## src/rtl/tdm_pkg.sv

```systemverilog
// Shared types and frame geometry for the TDM receive demultiplexer.
// TDM_DEMUX_PARITY_EN adds a ninth, even-parity slot to every frame.
package tdm_pkg;

  typedef enum logic [1:0] {
    HUNT   = 2'd0,
    CHECK  = 2'd1,
    LOCKED = 2'd2
  } tdm_state_e;

`ifdef TDM_DEMUX_PARITY_EN
  localparam int TDM_SLOTS = 9;
  localparam int TDM_CNT_W = 4;
`else
  localparam int TDM_SLOTS = 8;
  localparam int TDM_CNT_W = 3;
`endif

  localparam logic [TDM_CNT_W-1:0] TDM_LAST = TDM_CNT_W'(TDM_SLOTS - 1);

endpackage

```

## src/rtl/tdm_demux_8_lock.sv

```systemverilog
// Slot alignment tracker: owns the slot counter, good-frame counter and lock state.
// Frame length follows TDM_DEMUX_PARITY_EN through tdm_pkg.
//
//   state  | meaning
//   HUNT   | no alignment; waiting for an accepted sync bit
//   CHECK  | aligned, counting consecutive good syncs towards lock
//   LOCKED | aligned and trusted; completed frames are published
module tdm_lock_fsm
  import tdm_pkg::*;
#(
  parameter int LOCK_FRAMES = 2
) (
  input  logic                 clk_i,
  input  logic                 rst_i,
  input  logic                 en_i,
  input  logic                 sync_i,
  input  logic                 par_err_i,
  output logic [TDM_CNT_W-1:0] slot_o,
  output logic                 wr_o,
  output logic                 frame_done_o,
  output logic                 locked_o,
  output logic                 sync_err_o
);

  tdm_state_e           state_q, state_d;
  logic [TDM_CNT_W-1:0] cnt_q, cnt_d;
  logic [3:0]           good_q, good_d;
  logic                 err_q, err_d;
  logic                 done;

  always_ff @(posedge clk_i) begin
    if (rst_i) begin
      state_q <= HUNT;
      cnt_q   <= '0;
      good_q  <= '0;
      err_q   <= 1'b0;
    end else begin
      state_q <= state_d;
      cnt_q   <= cnt_d;
      good_q  <= good_d;
      err_q   <= err_d;
    end
  end

  assign done = en_i && (state_q == LOCKED) && (cnt_q == TDM_LAST) && !sync_i;

  always_comb begin
    state_d = state_q;
    cnt_d   = cnt_q;
    good_d  = good_q;
    err_d   = 1'b0;
    if (en_i) begin
      if (state_q == HUNT) begin
        if (sync_i) begin
          cnt_d   = TDM_CNT_W'(1);
          good_d  = 4'd1;
          state_d = (LOCK_FRAMES == 1) ? LOCKED : CHECK;
        end
      end else if (cnt_q == '0) begin
        if (sync_i) begin
          cnt_d  = TDM_CNT_W'(1);
          good_d = (good_q == 4'd15) ? good_q : good_q + 4'd1;
          if (good_d >= 4'(LOCK_FRAMES)) state_d = LOCKED;
        end else begin
          err_d   = 1'b1;
          state_d = HUNT;
          cnt_d   = '0;
          good_d  = '0;
        end
      end else if (sync_i) begin
        // Misplaced sync restarts alignment on this very bit.
        err_d   = 1'b1;
        cnt_d   = TDM_CNT_W'(1);
        good_d  = 4'd1;
        state_d = (LOCK_FRAMES == 1) ? LOCKED : CHECK;
      end else begin
        cnt_d = (cnt_q == TDM_LAST) ? '0 : cnt_q + 1'b1;
        if (done && par_err_i) err_d = 1'b1;
      end
    end
  end

  always_comb begin
    slot_o       = sync_i ? '0 : cnt_q;
    wr_o         = en_i && ((state_q == HUNT) ? sync_i : (sync_i || (cnt_q != '0)));
    frame_done_o = done;
    locked_o     = (state_q == LOCKED);
    sync_err_o   = err_q;
  end

endmodule

```

## src/rtl/tdm_demux_8.sv

```systemverilog
// 8-channel TDM receive demultiplexer: shadow capture and registered frame publish.
// TDM_DEMUX_PARITY_EN enables the ninth even-parity slot and parity-gated publish.
module tdm_demux_8
  import tdm_pkg::*;
#(
  parameter int LOCK_FRAMES = 2
) (
  input  logic       clk,
  input  logic       rst,
  input  logic       din,
  input  logic       en,
  input  logic       sync,
  output logic [7:0] y,
  output logic       frame_valid,
  output logic       locked,
  output logic       sync_err
);

  logic [TDM_CNT_W-1:0] slot;
  logic                 wr, frame_done, par_err;
  logic [7:0]           y_q, y_d;
  logic                 fv_q, fv_d;

`ifdef TDM_DEMUX_PARITY_EN
  logic [7:0] sh_q, sh_d;
  assign par_err = ^{sh_q, din};
`else
  logic [6:0] sh_q, sh_d;
  assign par_err = 1'b0;
`endif

  tdm_lock_fsm #(.LOCK_FRAMES(LOCK_FRAMES)) u_lock (
    .clk_i        (clk),
    .rst_i        (rst),
    .en_i         (en),
    .sync_i       (sync),
    .par_err_i    (par_err),
    .slot_o       (slot),
    .wr_o         (wr),
    .frame_done_o (frame_done),
    .locked_o     (locked),
    .sync_err_o   (sync_err)
  );

  always_comb begin
    sh_d = sh_q;
    y_d  = y_q;
    fv_d = 1'b0;
`ifdef TDM_DEMUX_PARITY_EN
    if (wr && !slot[3]) sh_d[slot[2:0]] = din;
    if (frame_done && !par_err) begin
      y_d  = sh_q;
      fv_d = 1'b1;
    end
`else
    // The slot-7 bit goes straight to y, so sh only needs slots 0..6.
    if (wr && (slot != 3'd7)) sh_d[slot] = din;
    if (frame_done) begin
      y_d  = {din, sh_q};
      fv_d = 1'b1;
    end
`endif
  end

  always_ff @(posedge clk) begin
    if (rst) begin
      sh_q <= '0;
      y_q  <= 8'h00;
      fv_q <= 1'b0;
    end else begin
      sh_q <= sh_d;
      y_q  <= y_d;
      fv_q <= fv_d;
    end
  end

  assign y           = y_q;
  assign frame_valid = fv_q;

endmodule
```

## config.mk

```make
export PLATFORM = sky130hd
export DESIGN_NAME = tdm_demux_8
export DESIGN_NICKNAME = d
export VERILOG_FILES = /design/src/rtl/tdm_pkg.sv /design/src/rtl/tdm_demux_8_lock.sv /design/src/rtl/tdm_demux_8.sv
export SDC_FILE = /design/constraint.sdc
export NUM_CORES = 1
export LEC_CHECK = 0
export BUFFER_PORTS_ARGS = -buffer_cell sky130_fd_sc_hd__buf_2
export CORE_MARGIN = 2
export CORE_UTILIZATION = 60
export DETAILED_ROUTE_END_ITERATION = 8
export HOLD_SLACK_MARGIN = 0.05
export PLACE_DENSITY = 0.88
export SYNTH_ARGS = -nofsm -noshare
export SYNTH_HDL_FRONTEND = slang
export SYNTH_HIERARCHICAL = 1
export SYNTH_SLANG_ARGS = --single-unit
```

## constraint.sdc

```tcl
create_clock -name clk -period 4 [get_ports clk]
set_input_delay 0.2 -clock clk [delete_from_list [all_inputs] [get_ports clk]]
set_output_delay 0.2 -clock clk [all_outputs]
set_load 0.005 [all_outputs]
```

# [Word-level counts from Yosys, hierarchy flattened]
# Cells that the tools add are included.
[totals] register_bits=26 wordCells=58
[classes] add_sub_neg=2 magnitude_cmp=3 eq_ne=6 n_mux=25 n_bitwise=1 reduce_logical=14
[ops] op="$mux W4" count=5
[ops] op="$mux W3" count=6
[ops] op="$mux W2" count=5
[ops] op="$bwmux W7" count=1
[ops] op="$mux W1" count=7
[ops] op="$logic_and A1 B1 Y1" count=6
[ops] op="$add A4 B1 Y4 const B" count=1
[ops] op="$eq A4 B4 Y1 const B" count=1
[ops] op="$ge A4 B2 Y1 const B" count=1
[ops] op="$lt A3 B4 Y1 const B" count=1
[ops] op="$ne A4 B3 Y1 const B" count=1
[ops] op="$reduce_and A2 Y1" count=2
[ops] op="$add A3 B1 Y3 const B" count=1
[ops] op="$demux W1 S3" count=1
[ops] op="$eq A3 B3 Y1 const B" count=1
[ops] op="$ge A3 B1 Y1 const B" count=1
[ops] op="$logic_not A3 Y1" count=1
[ops] op="$ne A3 B3 Y1 const B" count=1
[ops] op="$reduce_bool A3 Y1" count=1
[ops] op="$reduce_or A3 Y1" count=1
[ops] op="$eq A2 B2 Y1 const B" count=1
[ops] op="$logic_not A2 Y1" count=1
[ops] op="$ne A2 B2 Y1 const B" count=1
[ops] op="$logic_not A1 Y1" count=1
[ops] op="2 further kinds" count=2

# [Logic depth before layout (Yosys ltp)]
[depth] word_depth=7 depth_mapped=9 ltp_nobuf=8

# [Cells and area by module]
# The synthesis kept the hierarchy.
[modules_own_cells] module="tdm_lock_fsm" n_inst=1 cells_each=87 area_each_um2=681.9 seq_area_each_um2=200.2
[modules_own_cells] module="tdm_demux_8" n_inst=1 cells_each=58 area_each_um2=651.9 seq_area_each_um2=320.3

# [Worst setup path after synthesis]
# No wires, ideal clock.
[synth_timing] path_type="register -> register" from="register u_lock.cnt_q[0]" to="register sh_q[0]" arrival_ns=1.635 setup_slack_ns=2.293 stages_incl_launch_ff=10 path_buffers=1 cell_sequence="dfxtp_1 -> inv_1 -> ha_1 -> nor2b_1 -> buf_6 -> nor2_1 -> nor2_1 -> nor2_1 -> nor4b_2 -> mux2i_1"
[synth_via] word_cells_on_any_way=13
[synth_rtl] item="start, declared" line="tdm_demux_8_lock.sv:26" rtl="logic [TDM_CNT_W-1:0] cnt_q, cnt_d;"
[synth_rtl] item="start signal, assigned" line="tdm_demux_8_lock.sv:39" rtl="cnt_q <= cnt_d;"
[synth_rtl] item="$reduce_bool A3 Y1" line="tdm_demux_8_lock.sv:85" rtl="wr_o = en_i && ((state_q == HUNT) ? sync_i : (sync_i || (cnt_q != '0)));"
[synth_rtl] item="$logic_or A1 B1 Y1" line="tdm_demux_8_lock.sv:85"
[synth_rtl] item="$mux W1" line="tdm_demux_8_lock.sv:85"
[synth_rtl] item="$logic_and A1 B1 Y1" line="tdm_demux_8_lock.sv:85"
[synth_rtl] item="net wr" line="tdm_demux_8.sv:20" rtl="logic wr, frame_done, par_err;"
[synth_rtl] item="$logic_and A1 B1 Y1" line="tdm_demux_8.sv:57" rtl="if (wr && (slot != 3'd7)) sh_d[slot] = din;"
[synth_rtl] item="end signal, assigned" line="tdm_demux_8.sv:67" rtl="sh_q <= '0;"
[synth_rtl] item="end signal, assigned" line="tdm_demux_8.sv:71" rtl="sh_q <= sh_d;"
[synth_rtl] item="end, declared" line="tdm_demux_8.sv:28" rtl="logic [6:0] sh_q, sh_d;"
# The timed path passes the listed nets, and every way through them passes these cells.
# A chain may end at the register's enable or synchronous reset.

# [Final worst setup path]
[layout_timing] from="register u_lock.cnt_q[0]" to="register u_lock.good_q[2]"
[layout_via] elab_chain_cells=3
[layout_rtl] item="$logic_not A3 Y1" line="tdm_demux_8_lock.sv:59" rtl="end else if (cnt_q == '0) begin"
[layout_rtl] item="$mux W4" line="tdm_demux_8_lock.sv:59"
[layout_rtl] item="$mux W4" line="tdm_demux_8_lock.sv:53" rtl="if (state_q == HUNT) begin"
[layout_rtl] item="end signal, assigned" line="tdm_demux_8_lock.sv:40" rtl="good_q <= good_d;"
[layout_rtl] item="end, declared" line="tdm_demux_8_lock.sv:27" rtl="logic [3:0] good_q, good_d;"
# No other way between the ends.

==> flow_summary.ini <==
[grt]
grt_antenna_before_repair = 0
grtUsageTotal_pct = 20.0
grt_max_degree = 27
globalRoute.totalOverflow = 0
grt_pass1_vias = 934
grt_pass1_wl_um = 3940

[floorplanning]
die_x_um = 51.2
fp.coreArea_mm2 = 0.00215
start_util_pct = 62.1
die_h_um = 51.2
die_area_mm2 = 0.00262
rows = 17
io-pin-count = 16

[min_path]
worstHoldPathType = input port to flop
hold_end = y[7]$_SDFFE_PP0P_
hold_path_depth = 3
worstHoldStart = din

[clocking]
htree_levels = 1
post-cts-setup-buffers = 0
cts_tree = done
cts.path.max_buffers = 2
root_buffer = clkbuf_4
clk_pin_slew_ns = 0.13
cts.sinks = 26
hold_buffers = 0
clock_latency_ns = 0.31
cts_buffers = 3
cts_resized = 0

[timing]
period_minus_slack_ns = 1.96
rsz0062_at_grt = no
finalWorstSetupSlack_ns = 2.04
slew_headroom_pct = 53.0
finalHoldViolations = 0
setup_viol = 0
whs_ns = 0.141
worstMarginPinSlew_ns = 0.704
period_share_pct = 49.0
fin_skew_ns = 0.00143
max_freq_mhz = 510
setup_tns_ns = 0
drv_slew = 0

[placed_design]
gp_congestion = 0.843
dp_slack_ns = 2.11
portBuffers = 15
placed_area_mm2 = 0.00139
hpwlAfterDp_um = 1720

[worst_setup_path]
worstPathRequired_ns = 4.24
r2r_cells = 6
worstSetupPathType = flop to flop
reg2reg_from = u_lock/cnt_q[0]$_SDFFE_PP0P_
reg2reg_to = u_lock/good_q[2]$_SDFFE_PP0P_
cp-start-kind = flop
arrival_ns = 2.20
rrSetupSlack_ns = 2.04
cp_max_fo = 11
end_kind = flop

[synth]
synth_nets = 154
synth_cells = 145
ys_warn_count = 6
async_reset_ff_share_pct = 0
synth.distinct_cells = 37
netlist_area_mm2 = 0.00133
avgSynthCellArea_um2 = 9.20
synth_ff_type = dfxtp_1
ys_seq_area_share_pct = 39.0
synth-seq-cells = 26
synth_edf_count = 0

[route]
ant_nets = 0
avgViaCountPerCell = 5.86
routedWlPerCell_um = 13.2
drt_pass1_iterations = 4
drc_errors = 0
wirelength_um = 2410
num_vias = 1073
drtIter0Drc = 27

[run]
maxCapViolCount = 0

[final_layout]
n_antenna_cell = 0
fin_area_mm2 = 0.00141
syn2layout_area_growth_pct = 6.00
final_nets = 166
drive_gt1_share_pct = 13.5
final_common_cell = dfxtp_1
fillerInstances = 175
layout_common_cells = 26 x dfxtp_1, 16 x mux2i_1, 15 x nor2_1, 15 x buf_2, 9 x nand2b_1

[power_and_ir_drop]
vdd_drop_max_mv = 0.181
powerDensity_mw_per_mm2 = 293
leakage_nw = 0.564
total_power_mw = 0.414

[run_status]
status = finished, final reports clean
stage by stage:
step,std cells,utilization [%]
6_report,183,65.8
5_1_grt,183,65.8
4_1_cts,183,65.8
3_5_place_dp,180,64.8
3_3_place_gp,180,64.8
2_1_floorplan,145,-
report_power, final:
group          internal (mW)  switching (mW)  total [mW]
Sequential             0.263         0.00367       0.266
Clock                 0.0352          0.0705       0.106
Combinational         0.0150          0.0264      0.0414
state kept, by name (all words and copies together), names as in the netlist:
signal and cells:
frame_valid 1, sh_q 7, u_lock/cnt_q 3, u_lock/good_q 4
u_lock/state_q 2, u_lock/sync_err_o 1, y 8
worst max path at each step:
stage / start / to / slack [ns] / cells past startpoint
floorplan: u_lock/cnt_q[0]$_SDFFE_PP0P_ / sh_q[0]$_SDFFE_PP0P_ / 2.29 / 9
global placement: u_lock/cnt_q[0]$_SDFFE_PP0P_ / sh_q[0]$_SDFFE_PP0P_ / 2.24 / 8
detailed placement: u_lock/cnt_q[0]$_SDFFE_PP0P_ / sh_q[0]$_SDFFE_PP0P_ / 2.11 / 8
CTS: u_lock/cnt_q[0]$_SDFFE_PP0P_ / u_lock/good_q[2]$_SDFFE_PP0P_ / 2.10 / 6
global route: u_lock/cnt_q[1]$_SDFFE_PP0P_ / u_lock/good_q[2]$_SDFFE_PP0P_ / 1.95 / 6
finish: u_lock/cnt_q[0]$_SDFFE_PP0P_ / u_lock/good_q[2]$_SDFFE_PP0P_ / 2.04 / 6
Yosys cell counts, types with 4 or more instances:
cell / count / share of area [%]
nor2_1: 15 / 4.2
ha_1: 4 / 3.8
nand2_1: 8 / 2.3
dfxtp_1: 26 / 39
nand4b_1: 4 / 2.6
o21ai_0: 6 / 2.3
inv_1: 5 / 1.4
nand2b_1: 9 / 4.2
mux2i_1: 16 / 12
a21oi_1: 7 / 2.6
routing by layer:
layer  up-vias  GRT usage [%]  routed length, µm
met2        29           34.6               1210
met5         -              0                  0
met4         0           11.7                 26
met1       504           22.8               1070
met3         4           3.51                100
li1        536              -                  -
critical path, stage by stage (launching register included):
cell,delay (ns)
dfxtp_1,0.36
inv_1,0.09
ha_1,0.17
nor2b_1,0.58
and4_1,0.43
a21oi_1,0.11
nor3_1,0.16
cell families after synthesis:
logic type | synth area share [%]
AOI/OAI and AO/OA | 12.5
adders and majority gates | 3.75
buffers and inverters | 5.35
DFF | 39.0
muxes | 12.0
other | 0.281
and+or+nand+nor | 27.1
layout make-up:
cell class | count | area, µm² | share of cell area (%)
Tap cell | 28 | 35.0 | 2.48
Sequential cell | 26 | 520 | 36.8
Clock buffer | 3 | 22.5 | 1.59
Multi-Input combinational cell | 106 | 742 | 52.5
Inverter | 5 | 18.8 | 1.33
Timing Repair Buffer | 15 | 75.1 | 5.31
Power figures use the tool's default switching activity.
